### src/rtl/i2s_audio_in.sv
// i2s_audio_in: I2S master receiver for a 24-bit MEMS microphone (64 sck per frame).
// Generates sck/ws from clk, shifts sd in MSB first and emits one truncated signed
// sample per channel per frame.
//
// Ports:
//   clk          system clock
//   rst_n        asynchronous active-low reset
//   sck          I2S bit clock to the mic
//   ws           word select, 0 = left, 1 = right
//   sd           serial data from the mic (asynchronous to clk)
//   sample       signed sample, top w_out bits of the captured word
//   sample_valid one-clk pulse, sample/sample_right valid
//   sample_right channel of the current sample
//   level        peak level meter (tied to 0 unless I2S_RX_LEVEL_EN is defined)
//
// Optional feature macro: I2S_RX_LEVEL_EN enables the decaying peak level meter.

module i2s_audio_in #(
  parameter int clk_mhz     = 27,
  parameter int half_period = 4,
  parameter int w_sample    = 24,
  parameter int w_out       = 16,
  parameter int level_decay = 256
) (
  input  logic                         clk,
  input  logic                         rst_n,
  output logic                         sck,
  output logic                         ws,
  input  logic                         sd,
  output logic signed [w_out-1:0]      sample,
  output logic                         sample_valid,
  output logic                         sample_right,
  output logic [$clog2(w_out+1)-1:0]   level
);

  localparam int dw = $clog2(half_period);
  localparam int lw = $clog2(w_out + 1);

  if (half_period < 3 || w_out > w_sample || w_sample > 31 || clk_mhz < 1) begin : g_param_check
    $error("i2s_audio_in: illegal parameter combination");
  end

  logic [dw-1:0]       div_cnt;
  logic [5:0]          bit_cnt;
  logic                sd_meta;
  logic                sd_sync;
  logic                rise_d1;
  logic                cap_evt;
  logic [w_sample-2:0] shift;

  logic                div_tc;
  logic                rise_evt;
  logic                fall_evt;
  logic [5:0]          bit_inc;
  logic [4:0]          p;
  logic                in_window;
  logic                last_bit;
  logic [w_sample-1:0] shift_next;

  assign div_tc     = (div_cnt == dw'(half_period - 1));
  assign rise_evt   = div_tc & ~sck;
  assign fall_evt   = div_tc & sck;
  assign bit_inc    = bit_cnt + 6'd1;
  assign p          = bit_cnt[4:0];
  // p=0 is the slot right after the ws edge; bits past w_sample are tri-stated by the mic
  assign in_window  = (p != 5'd0) && (p <= 5'(w_sample));
  assign last_bit   = (p == 5'(w_sample));
  assign shift_next = {shift, sd_sync};

  always_ff @(posedge clk or negedge rst_n) begin
    if (!rst_n) begin
      div_cnt      <= '0;
      sck          <= 1'b0;
      bit_cnt      <= '0;
      ws           <= 1'b0;
      sd_meta      <= 1'b0;
      sd_sync      <= 1'b0;
      rise_d1      <= 1'b0;
      cap_evt      <= 1'b0;
      shift        <= '0;
      sample       <= '0;
      sample_valid <= 1'b0;
      sample_right <= 1'b0;
    end else begin
      div_cnt <= div_tc ? '0 : div_cnt + 1'b1;
      if (div_tc) sck <= ~sck;
      if (fall_evt) begin
        bit_cnt <= bit_inc;
        ws      <= bit_inc[5];
      end
      sd_meta <= sd;
      sd_sync <= sd_meta;
      // capture waits two clk after the rising edge to cover the synchroniser delay
      rise_d1 <= rise_evt;
      cap_evt <= rise_d1;
      sample_valid <= 1'b0;
      if (cap_evt && in_window) shift <= shift_next[w_sample-2:0];
      if (cap_evt && last_bit) begin
        sample       <= shift_next[w_sample-1 -: w_out];
        sample_right <= ws;
        sample_valid <= 1'b1;
      end
    end
  end

`ifdef I2S_RX_LEVEL_EN
  localparam int cw = $clog2(level_decay + 1);

  logic [cw-1:0]    decay_cnt;
  logic [w_out-1:0] raw;
  logic [w_out-1:0] mag;
  logic [lw-1:0]    lvl_new;
  logic [lw-1:0]    lvl_dec;

  // unsigned magnitude: the most negative value maps to 2^(w_out-1) without overflow
  always_comb begin
    raw     = sample;
    mag     = raw[w_out-1] ? (~raw + 1'b1) : raw;
    lvl_new = '0;
    for (int i = 0; i < w_out; i++) begin
      if (mag[i]) lvl_new = lw'(i + 1);
    end
    lvl_dec = (level == '0) ? '0 : level - 1'b1;
    if (lvl_new > lvl_dec) lvl_dec = lvl_new;
  end

  always_ff @(posedge clk or negedge rst_n) begin
    if (!rst_n) begin
      level     <= '0;
      decay_cnt <= '0;
    end else if (sample_valid) begin
      if (lvl_new > level) begin
        level     <= lvl_new;
        decay_cnt <= '0;
      end else if (decay_cnt == cw'(level_decay - 1)) begin
        level     <= lvl_dec;
        decay_cnt <= '0;
      end else begin
        decay_cnt <= decay_cnt + 1'b1;
      end
    end
  end
`else
  assign level = '0;
`endif

endmodule
### config.mk
export PLATFORM = sky130hd
export DESIGN_NAME = i2s_audio_in
export DESIGN_NICKNAME = d
export VERILOG_FILES = /design/src/rtl/i2s_audio_in.sv
export SDC_FILE = /design/constraint.sdc
export NUM_CORES = 1
export LEC_CHECK = 0
export ABC_AREA = 1
export CORE_MARGIN = 2
export CORE_UTILIZATION = 30
export CTS_BUF_LIST = sky130_fd_sc_hd__clkbuf_8
export DETAILED_ROUTE_END_ITERATION = 7
export DONT_BUFFER_PORTS = 1
export PLACE_DENSITY = 0.51
export RECOVER_POWER = 50
export SYNTH_ARGS = -nofsm -noshare
export SYNTH_HDL_FRONTEND = slang
export SYNTH_SLANG_ARGS = --single-unit
### constraint.sdc
create_clock -name clk -period 1.61 [get_ports clk]
set_clock_uncertainty 0.05 [all_clocks]
set_input_delay 0.322 -clock clk [delete_from_list [all_inputs] [get_ports clk]]
set_output_delay 0.322 -clock clk [all_outputs]
set_load 0.05 [all_outputs]
==> results of run 1 <==
## kinds of logic (layout without fill, tap and decap cells)
family,Yosys count,in the layout,share of synthesized area
adders and majority gates,3,3,0.0168
xor gates and xnor gates,3,3,0.0117
AOI/OAI and AO/OA,3,3,0.00671
DFF,54,54,0.604
other,1,5,0.00168
buffers and inverters,27,26,0.0727
and+or+nand+nor,143,143,0.286
## area by class of cell
type	instances	area (µm²)	share of cell area
clock buffers	5	68.8	0.0282
clock inverters	3	48.8	0.0200
inverters	11	47.5	0.0195
multi-input cells	157	738	0.302
flip-flops and latches	54	1350	0.553
well taps	99	124	0.0507
repair buffers	7	63.8	0.0261
## path summary, 6_finish.rpt
| kind | slack [ns] | start | to | depth (start not counted) |
|---|---|---|---|---|
| worst max-delay path | 0.14 | bit_cnt[0] | sample[8] | 8 |
| worst min-delay path | -0.36 | rst_n | sample[1] | 0 |
| worst max register to register | 0.14 | bit_cnt[0] | sample[8] | 8 |
| worst min register to register | 0.31 | sd_meta | sd_sync | 0 |
| max in group asynchronous | 1.77 | rst_n | sck | 0 |
| min in group clk | 0.31 | sd_meta | sd_sync | 0 |
## worst max-delay path, stage by stage, from the launching register on
cell     delay (ns)
dfrtp_1        0.40
inv_1          0.08
ha_1           0.16
inv_1          0.05
nor2_2         0.15
nand3_4        0.17
buf_12         0.19
nand2_1        0.05
nand2_1        0.06
## power breakdown
group	internal, mW	switching, mW	leakage, nW
Sequential	1.36	0.00377	0.724
Clock	0.474	0.481	0.0563
Combinational	0.00392	0.0284	0.510
Total	1.84	0.513	1.29
## metal layers
| layer | GRT usage | vias up |
|---|---|---|
| met4 | 0.0308 | 0 |
| met5 | 0 | - |
| li1 | - | 738 |
| met2 | 0.146 | 29 |
| met1 | 0.149 | 726 |
| met3 | 0.0292 | 4 |
## sequential cells by signal, summed over array words and instances, names as in the netlist
name and count:
ws 1, sample_right 1, sample 16, rise_d1 1, sample_valid 1, sd_sync 1
shift 23, sck 1, cap_evt 1, div_cnt 2, bit_cnt 5, sd_meta 1
## timing repair
item	in CTS	in global routing
endpoints found under the hold margin	55	54
endpoints found under the setup margin	0	16
setup buffers	0	1
gates resized for setup	0	0
## layout by cell type (no fill, tap or decap), drive strengths merged
cell type	count
nand2	107
dfrtp	54
nand4	25
inv	11
nor2	8
clkbuf	6
conb	5
buf	5
o21ai	3
ha	3
nand3	3
xor2	2
clkinv	1
xnor2	1
clkinvlp	1
bufinv	1
dlygate4sd3	1
==> results.md, run 1 <==
* Status: complete, but fails checks
* Failing checks: negative hold slack
* RSZ-0062 raised after global routing: false
* Post-synth top area cell: dfrtp_1
* Starting Density at 0.308
* Placed cells at 326
* Core area at 0.00725 mm²
* Ports at 28
* WL final at 4.00 mm
* Wirelength per Cell at 11.9 µm
* Final Setup Violations at 0
* Clk slew on worst S/H paths at 0.11 ns
* Largest net degree at the start of global routing at 55
* DR vias at 1497
* Overall global routing resource usage at 0.102
* # rows at 31
* Period minus WS final at 1.47 ns
* RD Place Congestion at 0.695
* Post-synth EDFFs at 0
* Placement-stage cell area at 0.00230 mm²
* Highest metal used: met4
* Die Footprint at 0.00816 mm²
* Mean Syn Cell Area at 9.56 µm²
* Power Total at 2.36 mW
* Post-synth top cells: nand2_1 (105), dfrtp_1 (54), nand4_1 (25), inv_1 (9), nor2_1 (7)
* Pleak at 1.29 nW
* Final worst setup slack at 0.143 ns
* Final hold violation count at 54
* Mapped Area at 0.00224 mm²
* Initial DRT Pass Iterations at 4
* Hpwl dp at 2.59 mm
* Root Driver: clkbuf_8
* Critical Path End Type: flop
* Count leader, synth: nand2_1
* Non-filler cells, final at 336
* Final Max Slew Viols at 0
* Port-buffer cells at 0
* DR iter-0 viols at 110
* Layout area overhead at 9.17%
* Chip width at 90.4 µm
* Detail Route Antenna Nets at 0
* CP arrival at 1.63 ns
* Drt drc at 0
* Final period utilization at 0.911
* WL met2 at 1.74 mm
* Post-synth ARST share at 1.00
* Share of cells above drive strength 1 at 0.0844
* CTS tree: built
* PwrDens at 965 mW/mm²
* Vias in the first global route at 1370
* Sequential element share of the synthesized area at 0.604
* Critical path class: reg2reg
* Dominant synthesized flop cell: dfrtp_1
* Max Cap Viol at 0
* Seq cells post-synth at 54
* Relative slew margins at 0.663
* Fill cells at 783
* First-pass GRT wire length at 6.82 mm
* Cell area after layout at 0.00244 mm²
* Mapped Cells at 234
* Critical Path Fanout Max at 13
* CTS Hold Buffers Added at 1
* NumNets Final at 242
* Clk buf depth at 2
* Maximum VDD drop at 0.321 mV
* Worst-Margin Slew at 0.505 ns
* Initial antenna violation count at 0
* Clock Latency Late Sink at 0.31 ns
* Synth cell types at 23
* WP data required at 1.77 ns
* Finished Core Util at 0.337
* WHS at -0.363 ns
* WL met3 at 129 µm
* Die span in y at 90.4 µm
* Setup TNS at 0 ns
* # clock sinks at 54
* Min-delay worst type: in2async
* Met1 Wirelength at 2.10 mm
* H-tree depth at 2
* Worst slack, placed at 0.0355 ns
* Startpoint types: flop
* GRT overflow at 0
* Total CTS buffers at 5
* Fmax at 0.682 GHz
* Yosys warnings at 0
* Top cells by area, synth: dfrtp_1 (60%), nand2_1 (18%), nand4_1 (7.0%), buf_4 (2.0%), ha_1 (1.7%)
* Via/cell ratio at 4.46
* ANT cells at 0
* Post-synth top area share at 0.604
Power figures use the tool's default switching activity.
==> inputs of run 2 (changes only) <==
--- a/config.mk
+++ b/config.mk
@@ -11,7 +11,7 @@
 export CTS_BUF_LIST = sky130_fd_sc_hd__clkbuf_8
 export DETAILED_ROUTE_END_ITERATION = 7
 export DONT_BUFFER_PORTS = 1
-export PLACE_DENSITY = 0.51
+export PLACE_DENSITY = 0.52
 export RECOVER_POWER = 50
 export SYNTH_ARGS = -nofsm -noshare
 export SYNTH_HDL_FRONTEND = slang
==> constraint.sdc (replaced) <==
create_clock -name clk -period 1.3 [get_ports clk]
set_clock_uncertainty 0.05 [all_clocks]
set_input_delay 0.26 -clock clk [delete_from_list [all_inputs] [get_ports clk]]
set_output_delay 0.26 -clock clk [all_outputs]
set_load 0.05 [all_outputs]
==> results.md, run 2 (synthesis gave the netlist of run 1 again) <==
* # rows at 31 (unchanged)
* PwrDens at 1020 mW/mm² (+6.2%)
* Core area at 0.00725 mm² (unchanged)
* Largest net degree at the start of global routing at 55 (unchanged)
* Share of cells above drive strength 1 at 0.269 (+0.184)
* Ports at 28 (unchanged)
* Multi-input logic area at 812 µm² (+10%)
* Commonest non-fill, non-tap cell in the layout: nand2_1
* Initial DRT Pass Iterations at 4 (unchanged)
* Max FFs per register at 23 (unchanged)
* Storage element area at 0.00137 mm² (+1.5%)
* Final Max Slew Viols at 0 (unchanged)
* First-pass GRT wire length at 7.21 mm (+5.7%)
* Critical Path Fanout Max at 7 (-6)
* WL final at 4.14 mm (+3.3%)
* Reg with most FFs: shift
* WP data required at 1.46 ns (-0.31 ns)
* CP arrival at 1.55 ns (-0.08 ns)
* Fmax at 0.716 GHz (+5.0%)
* Clock power frac at 0.366 (-0.040)
* Initial antenna violation count at 0 (unchanged)
* Pleak at 1.36 nW (+5.3%)
* Fill cells at 747 (-4.6%)
* Logic pwr share at 0.015 (about the same)
* Critical Path End Type: flop
* Finished Core Util at 0.368 (+0.0314)
* Drt drc at 0 (unchanged)
* RD Place Congestion at 0.726 (+4.4%)
* Psw at 0.602 mW (+17%)
* Min-delay worst type: in2async
* DR iter-0 viols at 97 (-12%)
* Chip width at 90.4 µm (unchanged)
* GRT overflow at 0 (unchanged)
* Top flop regs: shift (23), sample (16), bit_cnt (5)
* Final hold violation count at 54 (unchanged)
* NumNets Final at 258 (+6.6%)
* Detail Route Antenna Nets at 0 (unchanged)
* Pint at 2.13 mW (+16%)
* Wirelength per Cell at 11.7 µm (-1.4%)
* DR vias at 1552 (+3.7%)
* CTS tree: built
* Overall global routing resource usage at 0.108 (+0.00643)
* Startpoint types: flop
* # clock sinks at 54 (unchanged)
* Root Driver: clkbuf_8
* Final worst setup slack at -0.0974 ns (-0.240 ns)
* Final Setup Violations at 40 (+40)
* WHS at -0.412 ns (-0.0494 ns)
* Status: complete, but fails checks
* Starting Density at 0.308 (unchanged)
* Port-buffer cells at 0 (unchanged)
* Die span in y at 90.4 µm (unchanged)
* Layout area overhead at 19.4%
* CTS Hold Buffers Added at 1 (unchanged)
* Hpwl dp at 2.57 mm (-0.75%)
* Power Total at 2.74 mW (+16%)
* Maximum VDD drop at 0.316 mV (-1.8%)
* Commonest non-fill, non-tap cells in the layout: nand2_1 (96), dfrtp_1 (38), nand4_1 (25), dfrtp_2 (16), buf_4 (15)
* Clk slew on worst S/H paths at 0.10 ns (about the same)
* Switching Share at 0.220 (+0.00220)
* Die Footprint at 0.00816 mm² (unchanged)
* Final period utilization at 1.07 (+0.164)
* Total CTS buffers at 5 (unchanged)
* Period minus WS final at 1.40 ns (-0.0699 ns)
* Critical path class: reg2reg
* ANT cells at 0 (unchanged)
* Max Cap Viol at 0 (unchanged)
* Clock Latency Late Sink at 0.31 ns (about the same)
* Failing checks: negative hold slack, negative setup slack
* Via/cell ratio at 4.41 (-1.0%)
* Reg power frac at 0.619 (+0.038)
* Clk buf depth at 2 (unchanged)
* Vias in the first global route at 1482 (+8.2%)
* H-tree depth at 2 (unchanged)
* RSZ-0062 raised after global routing: true
[run 2: cell types whose count changed in the layout (fill, tap and decap cells not counted), sizes merged]
cell,before,now
buf,5,20
nand3,3,4
clkbuf,6,7
bufinv,1,0
[run 2: power by group through the flow]
stage | sequential, mW | clock (mW) | combinational, mW
after floorplan | 1.73 | 0 | 0.0487
after global placement | 1.73 | 0 | 0.0373
after detailed placement | 1.73 | 0 | 0.0380
after CTS | 1.69 | 1.06 | 0.0403
after global routing | 1.70 | 1.11 | 0.0435
final | 1.69 | 1.00 | 0.0408
[run 2: critical path: stages, from the launching register on]
cell and delay (ns):
dfrtp_1 0.40, inv_2 0.08, ha_4 0.13, inv_2 0.04
nor2_4 0.15, nand2_4 0.13, clkbuf_16 0.19, nand4_1 0.06
nand2_1 0.05
[run 2: layer usage]
metal / vias up / track usage / routed length [µm]
li1: 772 / - / -
met1: 742 / 0.146 / 2020
met2: 31 / 0.166 / 1880
met3: 7 / 0.0292 / 172
met4: 0 / 0.0423 / 63
met5: - / 0 / 0
[run 2: per-stage QoR]
stage                     worst slack [ns]  instances  instance area [µm²]  setup TNS (ns)  hold slack [ns]
after floorplan                    -0.0377        238                 2270          -0.997          -0.0856
after global placement             -0.0961        339                 2410           -2.85          -0.0842
after detailed placement            -0.139        339                 2410           -3.67          -0.0843
after CTS                           -0.101        351                 2590           -2.70           -0.433
after global routing                -0.170        352                 2670           -5.67           -0.440
final                              -0.0974        352                 2670           -2.87           -0.412
[run 2: cell type report]
type | instances | share of cell area
repair buffers | 22 | 0.0811
multi-input cells | 158 | 0.304
inverters | 11 | 0.0178
flip-flops and latches | 54 | 0.514
clock buffers | 6 | 0.0309
clock inverters | 2 | 0.00609
well taps | 99 | 0.0464
[run 2: timing repair]
item | in CTS | in global routing
resized for setup | 13 | 27
pin swaps | 14 | 19
endpoints found under the setup margin | 41 | 54
endpoints found under the hold margin | 55 | 54
setup buffers | 1 | 0
cloned | 2 | 1
[run 2: worst paths after layout]
| path | startpoint | end | slack [ns] | depth (start not counted) |
|---|---|---|---|---|
| setup reg to reg | bit_cnt[0] | shift[18] | -0.1 | 8 |
| hold / removal | rst_n | ws | -0.41 | 0 |
| setup / recovery | bit_cnt[0] | shift[18] | -0.1 | 8 |
| max in group asynchronous | rst_n | sample[7] | 1.50 | 0 |
| hold reg to reg | rise_d1 | cap_evt | 0.31 | 0 |
| min in group clk | rise_d1 | cap_evt | 0.31 | 0 |
